**src/rtl/ysyx_040066_csr_trap_unit.sv**
```systemverilog
// ysyx_040066_csr_trap_unit: M-mode CSR file with prioritised trap/interrupt redirect control
module ysyx_040066_csr_trap_unit #(
  parameter int XLEN      = 64,
  parameter int HART_ID   = 0,
  parameter int VECTOR_EN = 1,
  parameter int CNT_EN    = 1
) (
  input  logic            clk,
  input  logic            rst,
  input  logic [11:0]     csr_rd_addr,
  output logic [XLEN-1:0] csr_rd_data,
  output logic            csr_rd_err,
  input  logic            csr_wr_en,
  input  logic [11:0]     csr_wr_addr,
  input  logic [XLEN-1:0] csr_wr_data,
  output logic            csr_wr_err,
  input  logic            exc_valid,
  input  logic [3:0]      exc_cause,
  input  logic [XLEN-1:0] exc_tval,
  input  logic [XLEN-1:0] trap_pc,
  input  logic            irq_take,
  input  logic            mret,
  input  logic            instret,
  input  logic            irq_mtip,
  input  logic            irq_msip,
  input  logic            irq_meip,
  output logic            irq_pending,
  output logic            redirect,
  output logic [XLEN-1:0] redirect_pc,
  output logic            mstatus_mie
);
  localparam logic [11:0] A_MSTATUS = 12'h300, A_MIE = 12'h304, A_MTVEC = 12'h305, A_MSCRATCH = 12'h340;
  localparam logic [11:0] A_MEPC = 12'h341, A_MCAUSE = 12'h342, A_MTVAL = 12'h343, A_MIP = 12'h344;
  localparam logic [11:0] A_MCYCLE = 12'hB00, A_MINSTRET = 12'hB02, A_MHARTID = 12'hF14;
  // UXL/SXL (64-bit only) and MPP=M are hardwired; truncation drops UXL/SXL for XLEN=32
  localparam logic [XLEN-1:0] MST_FIXED = XLEN'(64'hA_0000_1800);
  localparam logic [XLEN-1:0] LOW2 = XLEN'(3);
  logic st_mie_q, st_mie_d, st_mpie_q, st_mpie_d;
  logic [XLEN-1:0] mie_q, mie_d, mtvec_q, mtvec_d, mscratch_q, mscratch_d, mepc_q, mepc_d;
  logic [XLEN-1:0] mcause_q, mcause_d, mtval_q, mtval_d, mcycle_q, mcycle_d, minstret_q, minstret_d;
  logic [2:0] irq_q, irq_d;
  logic [XLEN-1:0] mip, mstatus, enabled, base, wv, rd_val;
  logic [3:0] code;
  logic is_cnt, wr_store, wr_known, tvec_ok, take, do_exc, do_irq, do_wr, rd_ok;

  assign irq_d = {irq_meip, irq_mtip, irq_msip};
  assign mip = (XLEN'(irq_q[2]) << 11) | (XLEN'(irq_q[1]) << 7) | (XLEN'(irq_q[0]) << 3);
  assign mstatus = MST_FIXED | (XLEN'(st_mpie_q) << 7) | (XLEN'(st_mie_q) << 3);
  assign enabled = mip & mie_q;
  assign irq_pending = st_mie_q & |enabled;
  assign mstatus_mie = st_mie_q;
  assign code = enabled[11] ? 4'd11 : enabled[3] ? 4'd3 : 4'd7;
  assign base = mtvec_q & ~LOW2;
  assign take = irq_take & irq_pending;
  assign do_exc = exc_valid & ~mret;
  assign do_irq = take & ~mret & ~exc_valid;
  assign redirect = exc_valid | irq_take | mret;
  assign redirect_pc = mret ? mepc_q :
                       (do_irq && mtvec_q[1:0] == 2'b01) ? base + XLEN'({code, 2'b00}) : base;

  assign is_cnt = csr_wr_addr inside {A_MCYCLE, A_MINSTRET};
  assign wr_store = (csr_wr_addr inside {A_MSTATUS, A_MIE, A_MTVEC, A_MSCRATCH, A_MEPC, A_MCAUSE, A_MTVAL}) ||
                    (is_cnt && CNT_EN != 0);
  // mip and disabled counters swallow writes silently; only mhartid and unknown addresses fault
  assign wr_known = wr_store || is_cnt || csr_wr_addr == A_MIP;
  assign csr_wr_err = csr_wr_en & ~wr_known;
  assign do_wr = csr_wr_en & wr_store & ~mret & ~exc_valid & ~take;
  assign tvec_ok = csr_wr_data[1:0] == 2'b00 || (VECTOR_EN != 0 && csr_wr_data[1:0] == 2'b01);
  assign wv = (csr_wr_addr == A_MSTATUS) ? MST_FIXED | (csr_wr_data & XLEN'(12'h088)) :
              (csr_wr_addr == A_MIE)     ? csr_wr_data & XLEN'(12'h888) :
              (csr_wr_addr == A_MTVEC)   ? (tvec_ok ? csr_wr_data : csr_wr_data & ~LOW2) :
              (csr_wr_addr == A_MEPC)    ? csr_wr_data & ~LOW2 : csr_wr_data;

  always_comb begin
    rd_val = '0;
    rd_ok = 1'b1;
    case (csr_rd_addr)
      A_MSTATUS:  rd_val = mstatus;
      A_MIE:      rd_val = mie_q;
      A_MTVEC:    rd_val = mtvec_q;
      A_MSCRATCH: rd_val = mscratch_q;
      A_MEPC:     rd_val = mepc_q;
      A_MCAUSE:   rd_val = mcause_q;
      A_MTVAL:    rd_val = mtval_q;
      A_MIP:      rd_val = mip;
      A_MCYCLE:   rd_val = (CNT_EN != 0) ? mcycle_q : '0;
      A_MINSTRET: rd_val = (CNT_EN != 0) ? minstret_q : '0;
      A_MHARTID:  rd_val = XLEN'(HART_ID);
      default:    rd_ok = 1'b0;
    endcase
  end

  assign csr_rd_err = ~rd_ok;
  assign csr_rd_data = (do_wr && csr_wr_addr == csr_rd_addr) ? wv : rd_val;

  always_comb begin
    st_mie_d = st_mie_q;
    st_mpie_d = st_mpie_q;
    mie_d = mie_q;
    mtvec_d = mtvec_q;
    mscratch_d = mscratch_q;
    mepc_d = mepc_q;
    mcause_d = mcause_q;
    mtval_d = mtval_q;
    mcycle_d = mcycle_q + XLEN'(1);
    minstret_d = minstret_q + XLEN'(instret);
    if (mret) begin
      st_mie_d = st_mpie_q;
      st_mpie_d = 1'b1;
    end else if (do_exc || do_irq) begin
      st_mpie_d = st_mie_q;
      st_mie_d = 1'b0;
      mepc_d = trap_pc & ~LOW2;
      mcause_d = do_exc ? XLEN'(exc_cause) : {1'b1, {(XLEN-5){1'b0}}, code};
      mtval_d = do_exc ? exc_tval : '0;
    end else if (do_wr) begin
      case (csr_wr_addr)
        A_MSTATUS: begin
          st_mie_d = wv[3];
          st_mpie_d = wv[7];
        end
        A_MIE:      mie_d = wv;
        A_MTVEC:    mtvec_d = wv;
        A_MSCRATCH: mscratch_d = wv;
        A_MEPC:     mepc_d = wv;
        A_MCAUSE:   mcause_d = wv;
        A_MTVAL:    mtval_d = wv;
        A_MCYCLE:   mcycle_d = wv;
        A_MINSTRET: minstret_d = wv;
        default: ;
      endcase
    end
  end

  always_ff @(posedge clk) begin
    if (rst) begin
      st_mie_q <= 1'b0;
      st_mpie_q <= 1'b0;
      mie_q <= '0;
      mtvec_q <= '0;
      mscratch_q <= '0;
      mepc_q <= '0;
      mcause_q <= '0;
      mtval_q <= '0;
      mcycle_q <= '0;
      minstret_q <= '0;
      irq_q <= '0;
    end else begin
      st_mie_q <= st_mie_d;
      st_mpie_q <= st_mpie_d;
      mie_q <= mie_d;
      mtvec_q <= mtvec_d;
      mscratch_q <= mscratch_d;
      mepc_q <= mepc_d;
      mcause_q <= mcause_d;
      mtval_q <= mtval_d;
      mcycle_q <= mcycle_d;
      minstret_q <= minstret_d;
      irq_q <= irq_d;
    end
  end
endmodule

```
**config.mk**
```make
export PLATFORM = sky130hd
export DESIGN_NAME = ysyx_040066_csr_trap_unit
export DESIGN_NICKNAME = d
export VERILOG_FILES = /design/src/rtl/ysyx_040066_csr_trap_unit.sv
export SDC_FILE = /design/constraint.sdc
export NUM_CORES = 1
export LEC_CHECK = 0
export ABC_CLOCK_PERIOD_IN_PS = 3150
export BUFFER_PORTS_ARGS = -buffer_cell sky130_fd_sc_hd__clkbuf_2
export CORE_MARGIN = 3
export CORE_UTILIZATION = 30
export CTS_CLUSTER_SIZE = 14
export DETAILED_ROUTE_END_ITERATION = 7
export REMOVE_ABC_BUFFERS = 1
export SYNTH_ARGS = -nofsm -noshare
export SYNTH_HDL_FRONTEND = slang
export SYNTH_SLANG_ARGS = --single-unit
```
**constraint.sdc**
```tcl
create_clock -name clk -period 3.15 [get_ports clk]
set_input_delay 0.4725 -clock clk [delete_from_list [all_inputs] [get_ports clk]]
set_output_delay 0.4725 -clock clk [all_outputs]
set_load 0.05 [all_outputs]
```
==> impl_results.md <==
* Pwr dens at 389.2 mW/mm^2
* H-Tree Level Count at 2
* Largest net degree at the start of global routing at 153
* Total number of vias at 30400
* RSZ-0062 raised after global routing: true
* Clk Latency, worst-skew pair at 0.61 ns
* Post-synthesis sequential area ratio at 0.3685
* Violated checks: negative setup slack
* Vias per cell at 5.663
* WHS at 0.08329 ns
* Setup TNS at -33.72 ns
* Final slew viol count at 0
* Routed WL at 127.3 mm
* Root Buffer: clkbuf_16
* Post-DP HPWL at 89.34 mm
* TritonCTS clock tree: yes
* Worst Setup End Kind: primary output
* Slowest library cell on the worst path: dfxtp_2
* Max VDD drop at 399.4 uV
* Top_reg_cell synth: dfxtp_1
* Worst reg2reg path depth at 9
* Synth Cell Area at 0.02808 sq mm
* CTS max path bufs at 3
* Worst setup margin at -0.4365 ns
* Vias in the first global route at 29260
* Setup crit start: irq_q[2]$_SDFF_PP0_
* Antenna violations before repair at 4
* Ys async rst share at 0
* Commonest non-fill, non-tap cells in the layout: 510 x dfxtp_1, 479 x nor2_1, 312 x buf_4
* Starting density of the core at 0.3045
* Slew @ Worst Pin at 0.8726 ns
* Crit-path cells: and2_4, a21oi_4, ha_4, o211ai_1, nand2_2, buf_6, and3_4, nand4_1, buf_6, or3_1, a31oi_1, buf_4, buf_12
* GPL Wtd Cong at 0.9220
* Fmax at 0.2788 GHz
* Reg2reg end: mepc_q[44]$_SDFFE_PP0P_
* CTS Hold Bufs at 0
* Met2 WL at 57.84 mm
* Ratio of cells with drive above 1 in the final layout at 0.2882
* Hold depth at 2
* Clock skew at 0.01250 ns
* Commonest non-fill, non-tap cell in the layout: dfxtp_1
* Yosys Warn Count at 0
* Syn avg cell area at 7.854 sq um
* DRT iter0 DRCs at 3143
* Routed Antenna Nets at 0
* Leak Pwr at 14.56 nW
* Crit path DAT at 3.11 ns
* Final setup violation count at 126
* Crit Path Category: reg2out
* Nets at 4314
* R2r startpoint: irq_q[0]$_SDFF_PP0_
* Clk slew on worst S/H paths at 0.06 ns
* Clk sinks at 517
* CP most frequent cell: buf_6
* Uppermost layer routed: met5
* Min-delay src: irq_mtip
* Area leader, netlist: dfxtp_1
* Worst R2R Setup Slack at 0.35 ns
* Residual DRC count at 0
* Cells after synthesis at 3576
* Max-cap violations at 0
* Chip width at 312.0 microns
* Global-route wire length before repair at 188.1 mm
* Tmin final at 3.587 ns
* EDFF count, synth at 0
* Std-Cell Core Area at 0.09222 sq mm
* Tcrit/Tclk final at 1.139
* Status: finished with violations
* CTS Buf Count at 55
* Pre-antenna DRT Iters at 6
* Hold Crit Class: in2reg
* Hold Path Sink: irq_q[1]$_SDFF_PP0_
* DIE HEIGHT at 312.0 microns
* Number of fill cells at 9167
* Buffers added on ports at 360
* Distinct cells, synth at 64
* Yosys reg bits at 517
* Slew margin rel. at 0.4183
* Top cells by area, synth: dfxtp_1 37%, nor2_1 6.5%, a21oi_1 6.4%
* CP required at 2.68 ns
* Synth top area share at 0.3685
* Wire per inst at 23.71 microns
* M1 wire length at 53.24 mm
* Io pins at 363
* Worst setup SP type: register
* DR WL met3 at 10.61 mm
* Die area at 0.09732 sq mm
* GRT overflow at 0
* Final Hold Violating Endpoints at 0
* Biggest fanout along the worst timing path at 6
* CP max stage delay at 0.33 ns
* # rows at 111
* Total track usage at 0.2487
* Area added between synthesis and finish at 41.48%
-- final cells by class --
type,instances,area [sq um],share of cell area
multi-input cells,2708,18110,0.4559
diodes,3,7.507,0.0001889
inverters,30,112.6,0.002834
flip-flops and latches,517,10360,0.2608
clock buffers,87,1719,0.04327
clock inverters,14,147.6,0.003716
well taps,1243,1555,0.03914
repair buffers,766,7716,0.1942
-- worst max-delay path: cells and delay by family, from the launching register on --
family                   cells  cell delay [ns]
AO/OA/AOI/OAI                3             0.31
AND/OR/NAND/NOR              5             0.96
adder cells (fa/ha/maj)      1             0.27
buffers and inverters        4             0.61
flip-flops                   1             0.33
-- logic make-up after synthesis --
kind of cell               Yosys count  synth area share
AOI/OAI and AO/OA                  977            0.2171
buffers and inverters              351           0.04896
and+or+nand+nor                   1460            0.2477
DFF                                517            0.3685
muxes                               80           0.05734
adders and majority gates            6          0.002673
xor gates and xnor gates           185           0.05769
-- report_power, final --
part / switching (mW) / internal [mW]
Clock: 2.84 / 3.97
Sequential: 0.104 / 6.69
Combinational: 1.15 / 0.723
Total: 4.09 / 11.4
-- stage by stage --
| stage | cells | setup slack [ns] | cell area (sq um) | power [mW] | utilization |
|---|---|---|---|---|---|
| 6_report | 5368 | -0.4365 | 39730 | 15.47 | 0.4309 |
| 5_1_grt | 5365 | -0.5176 | 39730 | 15.91 | 0.4308 |
| 4_1_cts | 5341 | -0.4474 | 38820 | 15.49 | 0.4209 |
| 3_5_place_dp | 5230 | -0.3076 | 35640 | 8.751 | 0.3865 |
| 3_3_place_gp | 5230 | -0.2894 | 35640 | 8.737 | 0.3865 |
| 2_1_floorplan | 3255 | -8.962 | 26820 | 7.671 | - |
-- synth_stat cells (all sizes together) (5+ instances only) --
library cell,number
dfxtp,517
nor2,489
a21oi,361
nand2,271
clkbuf,259
nor3,220
a211oi,193
o21ai,182
nand3,155
xnor2,100
xor2,85
and2,79
a221oi,77
nand4,73
a22oi,65
mux4,64
buf,62
a21o,51
nor4,45
and3,37
and4,33
inv,30
a31oi,12
nor2b,12
or3,11
mux2i,9
mux2,7
nand2b,7
o21a,7
or4,7
ha,6
a311oi,5
nor4b,5
-- registers in the layout, indices dropped and copies added (netlist names), 3 cells and up --
name	count
mcause_q	64
mcycle_q	64
irq_q	3
mtval_q	64
mtvec_q	64
minstret_q	64
mscratch_q	64
mepc_q	64
mie_q	64
-- routing by layer --
layer | track usage | vias up
li1 | - | 13980
met1 | 0.3298 | 14770
met2 | 0.3958 | 1392
met3 | 0.04801 | 259
met4 | 0.1036 | 4
met5 | 0 | -
-- worst max path at each step --
stage,end,depth (start not counted)
after floorplan,mcause_q[1]$_SDFFE_PP0P_,5
after global routing,redirect_pc[49],13
after detailed placement,redirect_pc[53],12
after CTS,redirect_pc[51],13
final,redirect_pc[51],13
after global placement,redirect_pc[53],12
-- what timing repair did --
item                                   in CTS  in global routing
endpoints found under the hold margin       0                  0
resized for setup                         284                139
gates cloned                                5                  1
setup endpoints to repair                 126                126
pin swaps                                  40                 69
setup buffers                              11                 24
(Power assumes the default switching activity.)
